## src/rtl/wrapping_fifo.sv

```systemverilog
// Synchronous FIFO for any DEPTH >= 2; pointers wrap DEPTH-1 -> 0, and an occupancy counter drives full, empty and level.
// Latency: a written word appears on read_data (first-word-fall-through) the next cycle; there is no bypass when the FIFO is empty.
// Backpressure: a write is dropped while full and a read is ignored while empty. Optional sticky error flags: WRAPPING_FIFO_ERROR_FLAGS_EN.
module wrapping_fifo #(
    parameter int WIDTH       = 8,
    parameter int DEPTH       = 5,
    parameter int DEPTH_LOG2  = $clog2(DEPTH),
    parameter int LEVEL_WIDTH = $clog2(DEPTH + 1)
) (
    input  logic                   clock,
    input  logic                   reset,
    input  logic                   write_enable,
    input  logic [WIDTH-1:0]       write_data,
    output logic                   full,
    input  logic                   read_enable,
    output logic [WIDTH-1:0]       read_data,
    output logic                   empty,
    output logic [LEVEL_WIDTH-1:0] level
`ifdef WRAPPING_FIFO_ERROR_FLAGS_EN
    ,
    output logic                   overflow,
    output logic                   underflow
`endif
);

    localparam logic [DEPTH_LOG2-1:0]  PTR_LAST = DEPTH_LOG2'(DEPTH - 1);
    localparam logic [DEPTH_LOG2-1:0]  PTR_ONE  = DEPTH_LOG2'(1);
    localparam logic [LEVEL_WIDTH-1:0] LVL_FULL = LEVEL_WIDTH'(DEPTH);
    localparam logic [LEVEL_WIDTH-1:0] LVL_ONE  = LEVEL_WIDTH'(1);

    logic [WIDTH-1:0]       mem_q [DEPTH];
    logic [DEPTH_LOG2-1:0]  wr_ptr_q, wr_ptr_d;
    logic [DEPTH_LOG2-1:0]  rd_ptr_q, rd_ptr_d;
    logic [LEVEL_WIDTH-1:0] level_q, level_d;
    logic                   wr_accept;
    logic                   rd_accept;

    // Accept decisions, wrapping pointer advance and occupancy update
    always_comb begin
        wr_accept = write_enable && !full;
        rd_accept = read_enable && !empty;

        wr_ptr_d = wr_ptr_q;
        if (wr_accept) begin
            wr_ptr_d = (wr_ptr_q == PTR_LAST) ? '0 : wr_ptr_q + PTR_ONE;
        end

        rd_ptr_d = rd_ptr_q;
        if (rd_accept) begin
            rd_ptr_d = (rd_ptr_q == PTR_LAST) ? '0 : rd_ptr_q + PTR_ONE;
        end

        level_d = level_q;
        case ({wr_accept, rd_accept})
            2'b10:   level_d = level_q + LVL_ONE;
            2'b01:   level_d = level_q - LVL_ONE;
            default: level_d = level_q;
        endcase
    end

    // Pointer and occupancy registers; reset wins over any same-cycle request
    always_ff @(posedge clock) begin
        if (reset) begin
            wr_ptr_q <= '0;
            rd_ptr_q <= '0;
            level_q  <= '0;
        end else begin
            wr_ptr_q <= wr_ptr_d;
            rd_ptr_q <= rd_ptr_d;
            level_q  <= level_d;
        end
    end

    // Storage array; contents are deliberately left unreset
    always_ff @(posedge clock) begin
        if (wr_accept && !reset) begin
            mem_q[wr_ptr_q] <= write_data;
        end
    end

    assign full      = (level_q == LVL_FULL);
    assign empty     = (level_q == '0);
    assign level     = level_q;
    assign read_data = mem_q[rd_ptr_q];

`ifdef WRAPPING_FIFO_ERROR_FLAGS_EN
    logic overflow_q, overflow_d;
    logic underflow_q, underflow_d;

    // Sticky flags latch any rejected request until the next reset
    always_comb begin
        overflow_d  = overflow_q  || (write_enable && full);
        underflow_d = underflow_q || (read_enable && empty);
    end

    // Error flag registers
    always_ff @(posedge clock) begin
        if (reset) begin
            overflow_q  <= 1'b0;
            underflow_q <= 1'b0;
        end else begin
            overflow_q  <= overflow_d;
            underflow_q <= underflow_d;
        end
    end

    assign overflow  = overflow_q;
    assign underflow = underflow_q;
`endif

endmodule

```

## config.mk

```make
export PLATFORM = sky130hd
export DESIGN_NAME = wrapping_fifo
export DESIGN_NICKNAME = d
export VERILOG_FILES = /design/src/rtl/wrapping_fifo.sv
export SDC_FILE = /design/constraint.sdc
export NUM_CORES = 1
export LEC_CHECK = 0
export CAP_MARGIN = 20
export CORE_UTILIZATION = 55
export CTS_CLUSTER_DIAMETER = 120
export DETAILED_ROUTE_END_ITERATION = 10
export PLACE_DENSITY = 0.79
export SLEW_MARGIN = 20
export SYNTH_ARGS = -nofsm -noshare
export SYNTH_HDL_FRONTEND = slang
export SYNTH_SLANG_ARGS = --single-unit
```

## constraint.sdc

```tcl
create_clock -name clock -period 4.3 [get_ports clock]
set_input_delay 0.86 -clock clock [delete_from_list [all_inputs] [get_ports clock]]
set_output_delay 0.86 -clock clock [all_outputs]
set_load 0.1 [all_outputs]
```

# Yosys cells after proc, flatten, opt, wreduce, memory -nomap -nowiden
# Memories as Yosys holds them, arrays and structs flattened. A register that Yosys moved wholly into a read port is not among the register bits.
# Index checks and enable logic that the tools add are counted.
[word_totals]
elab_cells = 28
memories = 1
out_inout_bits = 13
ram_bits = 40
ff_bits = 9
[classes]
n_reduce_logical = 8
n_mux = 7
n_eq_ne = 5
add_sub_neg = 4
[memory_table]
columns = ["name", "depth", "width", "read_ports", "rd_clocked_by_memory_dff", "wr", "line_no", "text"]
rows = [
  ["mem_q", 5, 8, 1, 1, 1, "31", "logic [WIDTH-1:0] mem_q [DEPTH];"],
]
[ops]
columns = ["operator", "n"]
rows = [
  ["$mux 3", 4],
  ["$add 3x1->3 const B", 3],
  ["$eq 3x3->1 const B", 3],
  ["$pmux 3 s2", 1],
  ["$logic_and 1x1->1", 3],
  ["$logic_not 1->1", 3],
  ["$logic_not 3->1", 1],
  ["$sub 3x1->3 const B", 1],
  ["$eq 2x1->1 const B", 1],
  ["$eq 2x2->1 const B", 1],
  ["$mux 1", 2],
  ["$reduce_bool 2->1", 1],
]

# Depth between registers and ports, before layout
# Gate-level depths: netlist of run 1.
[logic_depth]
depth_word = 6
mapped_depth = 9
depth_no_buf = 9

# Worst setup path after synthesis of run 1
# OpenSTA, ideal clock, no wires.
[synth_timing]
path_type = "reg-to-output"
start = "reg level_q[0], in the netlist level[0]"
end = "out empty"
path_stages_with_launch = 2
t_required_ns = 3.440
path_slack_ns = 0.506
path_buffers = 0
arrival_ns = 2.934
path_cell_list = "dfxtp_1 > nor3_1"
[synth_via]
elab_chain_len = 1
[synth_lines]
columns = ["item", "line_no", "text"]
rows = [
  ["from (decl)", "34", "logic [LEVEL_WIDTH-1:0] level_q, level_d;"],
  ["from (signal assigned)", "70", "level_q <= level_d;"],
  ["$logic_not 3->1", "82", "assign empty = (level_q == '0);"],
  ["to (decl)", "17", "output logic empty,"],
]
# No other way between the ends.

==> impl_metrics.yaml, run 1 <==
status:
  status: "finished clean"
drt:
  wl_met2_microns: 1670
  drt-vias-per-instance: 5.53
  drt-initial-drc-count: 46
  routedWlPerCell_microns: 16.5
  dr_wl_met3_microns: 104
  drc_errors: 0
  vias: 1128
  dr.pass1.iters: 4
  totalWireLength_microns: 3360
  top_layer: "met4"
  final_antenna_net_count: 0
  met1_length_microns: 1540
setup_path:
  slowest_stage: "clkdlybuf4s50_1"
  crit_chain: "mux4_2 -> mux2_2 -> clkdlybuf4s50_1"
  critPathKind: "register to output pin"
  cp.arrival_ps: 2790
  crit_path_max_fanout: 8
  required_ps: 3440
  cp-end-kind: "output pin"
  slowest_delay_ps: 970
  cp_top_family: "buffers and inverters"
  crit_buf_inv: 1
  crit_path_start_kind: "register"
global_routing:
  grt_pass1_vias: 1159
  grt-ovfl-total: 0
  grt_pass1_wl_microns: 5790
  grt_start_max_net_pins: 16
  grt_antenna_before_repair: 0
  grtUsageTotal_pct: 19.8
yosys:
  synthArstFlopShare_pct: 0
  yosysMostFrequentCell: "edfxtp_1"
  synth_edf_count: 40
  synthTopCellsByArea: "edfxtp_1 58%, dfxtp_1 12%, mux4_2 8.7%, mux2_2 4.3%, ha_1 3.0%"
  ys_seq_area_share_pct: 69.2
  syn-cell-area_sq_um: 2080
  yosysTopAreaCell: "edfxtp_1"
  ys_types: 28
  synth_seq_cells: 52
  ys.flop_type: "edfxtp_1"
  synth_top_area_share_pct: 57.7
  synth_common_cells: "40 x edfxtp_1, 12 x dfxtp_1, 9 x inv_1"
  synth.net_count: 143
  netlist_instances: 125
  syn_avg_cell_area_sq_um: 16.7
  ys_warn_count: 0
cts:
  cts_tree: "done"
  cts_setup_buffers: 0
  cts-buffers-inserted: 5
  cts.repair.resized: 0
  root_buffer: "clkbuf_8"
  cts_sinks: 52
  worst_skew_pair.late_latency_ps: 290
  clkTransAtPathRegs_ps: 80
  ctsHoldBuffers: 0
  ctsHtreeMaxLevel: 2
  cts_buffer_depth: 2
power_and_ir_drop:
  leakage_nw: 0.830
  p_per_area_nw_per_um2: 592
  ir_drop_mv: 0.354
  design_power_total_mw: 1.46
placed_design:
  place_area_sq_um: 2390
  dp_hpwl_microns: 2380
  place.gp.congestion: 0.758
  portBuffers: 24
sta:
  finalHoldViolCount: 0
  setup_violations: 0
  skew_ps: 5.99
  max_slew_margin_pct: 35.3
  worst_slew_pin_slew_ps: 968
  setup-tns-final_ps: 0
  min_period_ps: 3650
  holdWs_ps: 532
  slew_violations: 0
  fmaxAchievable_mhz: 274
  rsz0062_at_grt: "false"
  period_share_pct: 84.9
die:
  start_util_pct: 60.0
  core-area_sq_um: 3470
  ioPinCount: 25
  core.rowCount: 21
  die_w_microns: 63.5
  fp.dieArea_sq_um: 4040
  die_y_microns: 63.5
run:
  maxCapViolCount: 0
final_layout:
  num_antenna_cells: 0
  final_nets: 175
  stdcell_area_sq_um: 2480
  area_delta_synth_final_pct: 18.9
  n_fill_cell: 243
  drive_above_1_share_pct: 17.7
min_path:
  hold_class: "register to register"
layer usage:
| layer | vias up | track usage (%) |
|---|---|---|
| met3 | 5 | 5.07 |
| met5 | - | 0 |
| met2 | 19 | 31.9 |
| li1 | 540 | - |
| met4 | 0 | 5.97 |
| met1 | 564 | 26.4 |
flip-flops by register name, indices dropped and copies added (netlist names), named ones only:
| register | count |
|---|---|
| wr_ptr_q | 3 |
| rd_ptr_q | 3 |
| level | 3 |
| mem_q | 40 |
layout by cell type (no fill, tap or decap), drive strengths merged, types with 3 or more instances in the layout:
cell,instances
mux2,8
nor2,6
nor3,5
clkdlybuf4s50,24
inv,9
edfxtp,40
ha,5
o21ai,3
clkbuf,7
dfxtp,12
a21oi,5
mux4,8
buf,5
layout make-up:
type                            count  area (sq um)  share of cell area (%)
Sequential cell                    52          1440                    58.2
Tap cell                           46          57.6                    2.32
Multi-Input combinational cell     60           584                    23.6
Inverter                            9          33.8                    1.36
Timing Repair Buffer               29           278                    11.2
Clock inverter                      1          5.00                   0.202
Clock buffer                        7          76.3                    3.08
tightest hold or removal path, delay by kind of cell, from the launching register on:
family          cells  cell delay [ps]
flops               1              330
compound gates      2              160
logic make-up after synthesis:
| group | Yosys count | synth area share [%] |
|---|---|---|
| simple gates | 20 | 5.11 |
| xor+xnor | 2 | 0.841 |
| flops | 52 | 69.2 |
| mux | 18 | 13.9 |
| fa+ha+maj | 6 | 3.97 |
| compound gates | 14 | 4.21 |
| buf+inv | 13 | 2.70 |
worst paths after layout:
path | start | to | slack (ps) | cells after the start
max | register | read_data[7] | 650 | 3
min | rd_ptr_q[2] | rd_ptr_q[2] | 530 | 2
max reg2reg | level[0] | level[2] | 1990 | 9
min reg2reg | rd_ptr_q[2] | rd_ptr_q[2] | 530 | 2
stage by stage:
step | cells | setup WS (ps) | util (%)
2_1_floorplan | 125 | 506 | -
3_3_place_gp | 196 | 944 | 69.0
3_5_place_dp | 196 | 919 | 69.0
4_1_cts | 204 | 594 | 71.4
5_1_grt | 204 | 494 | 71.4
6_report | 204 | 649 | 71.4
report_power, final:
part / total, mW / internal [mW] / leakage [nW] / switching (mW)
registers: 0.621 / 0.574 / 0.460 / 0.0465
logic: 0.589 / 0.179 / 0.327 / 0.410
clock network: 0.255 / 0.114 / 0.0422 / 0.141
total: 1.46 / 0.868 / 0.830 / 0.597
Note: power is estimated with default switching activity, not from simulation.
==> run 2, diff against run 1 <==
--- a/config.mk
+++ b/config.mk
@@ -6,10 +6,10 @@
 export NUM_CORES = 1
 export LEC_CHECK = 0
 export CAP_MARGIN = 20
-export CORE_UTILIZATION = 55
+export CORE_UTILIZATION = 49
 export CTS_CLUSTER_DIAMETER = 120
 export DETAILED_ROUTE_END_ITERATION = 10
-export PLACE_DENSITY = 0.79
+export PLACE_DENSITY = 0.74
 export SLEW_MARGIN = 20
 export SYNTH_ARGS = -nofsm -noshare
 export SYNTH_HDL_FRONTEND = slang
==> constraint.sdc (replaced) <==
create_clock -name clock -period 3.12 [get_ports clock]
set_input_delay 0.624 -clock clock [delete_from_list [all_inputs] [get_ports clock]]
set_output_delay 0.624 -clock clock [all_outputs]
set_load 0.1 [all_outputs]
==> run 2 against run 1 <==
Critical path depth unchanged. Hold slack worse by 9.1 ps. Sequential power is 39% higher. Routed wire length decreased by 0.89%. Register-to-register slack worse by 1200 ps. Design area up 0.15%. Non-clock buffer count is the same. Sequential share of layout area decreased by 0.088 points. Clock skew rose by 2.4 ps. First-iteration DRC count shrank 39%. Combinational power up 35%.
==> impl_metrics.yaml, run 2 (synthesis results as in run 1) <==
status:
  status: "finished clean"
final_layout:
  num_antenna_cells: 0
  largest_reg_flops: 40
  stdcell_area_sq_um: 2480
  final_common_cell: "edfxtp_1"
  final_cell_mix: "40 x edfxtp_1, 18 x buf_4, 12 x dfxtp_1"
  final_nets: 175
  area_delta_synth_final_pct: 19.1
  regMostFlops: "mem_q"
  drive_above_1_share_pct: 27.2
cts:
  cts.repair.resized: 0
  cts-buffers-inserted: 5
  cts_buffer_depth: 2
  worst_skew_pair.late_latency_ps: 290
  root_buffer: "clkbuf_8"
  clkTransAtPathRegs_ps: 90
  cts_sinks: 52
  cts_setup_buffers: 0
  cts_tree: "done"
  ctsHtreeMaxLevel: 2
  ctsHoldBuffers: 0
drt:
  totalWireLength_microns: 3330
  drc_errors: 0
  routedWlPerCell_microns: 16.0
  final_antenna_net_count: 0
  drt-initial-drc-count: 28
  dr.pass1.iters: 4
  vias: 1129
  drt-vias-per-instance: 5.43
die:
  ioPinCount: 25
  core-area_sq_um: 4030
  start_util_pct: 51.7
  core.rowCount: 23
  die_y_microns: 67.2
  fp.dieArea_sq_um: 4510
  die_w_microns: 67.2
sta:
  max_slew_margin_pct: 62.1
  slew_violations: 0
  period_share_pct: 85.9
  setup-tns-final_ps: 0
  setup_violations: 0
  worst_slew_pin_slew_ps: 568
  holdWs_ps: 523
  skew_ps: 8.40
  fmaxAchievable_mhz: 373
  rsz0062_at_grt: "false"
  min_period_ps: 2680
  finalHoldViolCount: 0
global_routing:
  grt_antenna_before_repair: 0
  grtUsageTotal_pct: 17.2
  grt_start_max_net_pins: 16
  grt_pass1_wl_microns: 5410
  grt_pass1_vias: 1153
  grt-ovfl-total: 0
power_and_ir_drop:
  ir_drop_mv: 0.682
  p_per_area_nw_per_um2: 843
  leakage_nw: 0.859
setup_path:
  crit_path_start_kind: "register"
  required_ps: 2500
  crit_path_max_fanout: 8
  critPathKind: "register to output pin"
  cp_top_family: "multiplexers"
  slowest_delay_ps: 690
  crit_chain: "mux4_2 -> mux2_2 -> buf_4"
  cp.arrival_ps: 2060
  cp-end-kind: "output pin"
  slowest_stage: "dfxtp_1"
  crit_buf_inv: 1
placed_design:
  dp_hpwl_microns: 2250
  place.gp.congestion: 0.762
  portBuffers: 24
  place_area_sq_um: 2370
min_path:
  hold_class: "register to register"
run:
  maxCapViolCount: 0
[run 2: worst register-to-register path, cell delays in order (launching register included)]
cell	delay (ps)
dfxtp_1	460
nand3b_1	230
and2_1	280
inv_1	90
ha_1	180
inv_1	60
fa_1	380
xor2_1	160
or3_1	300
a21oi_1	140
[run 2: power breakdown]
part           switching (mW)  total (mW)  leakage [nW]  internal (mW)
Clock                   0.195       0.433        0.0552          0.238
Combinational           0.566       0.795         0.343          0.229
Sequential             0.0702       0.862         0.460          0.792
Total                   0.832        2.09         0.859           1.26
[run 2: area by class of cell]
cell class	instances	area [sq um]
clock buffers	6	72.6
repair buffers	29	245
multi-input cells	60	589
clock inverters	2	35.0
well taps	50	62.6
inverters	9	33.8
fillers	307	1550
flip-flops and latches	52	1440
[run 2: layer usage]
| metal | GRT usage [%] | wire length (microns) | vias up | share of wire (%) |
|---|---|---|---|---|
| met5 | 0 | 0 | - | 0 |
| met4 | 6.38 | 51 | 0 | 1.5 |
| met3 | 4.39 | 122 | 5 | 3.7 |
| met2 | 31.3 | 1770 | 23 | 53 |
| met1 | 19.2 | 1380 | 563 | 41 |
| li1 | - | - | 538 | - |
[run 2: stage by stage]
| step | std cells | worst slack, ps | utilization (%) | power [mW] |
|---|---|---|---|---|
| 6_report | 208 | 439 | 61.6 | 2.09 |
| 3_5_place_dp | 200 | 394 | 58.9 | 1.67 |
| 5_1_grt | 208 | 327 | 61.6 | 2.17 |
| 4_1_cts | 208 | 379 | 61.6 | 2.11 |
| 3_3_place_gp | 200 | 502 | 58.9 | 1.66 |
| 2_1_floorplan | 125 | 238 | - | 1.52 |
[run 2: final timing paths]
kind | from | endpoint | slack [ps] | cells after the start
worst max-delay path | register | read_data[6] | 440 | 3
worst min-delay path | rd_ptr_q[2] | rd_ptr_q[2] | 520 | 2
worst max register to register | level[0] | level[2] | 760 | 9
worst min register to register | rd_ptr_q[2] | rd_ptr_q[2] | 520 | 2
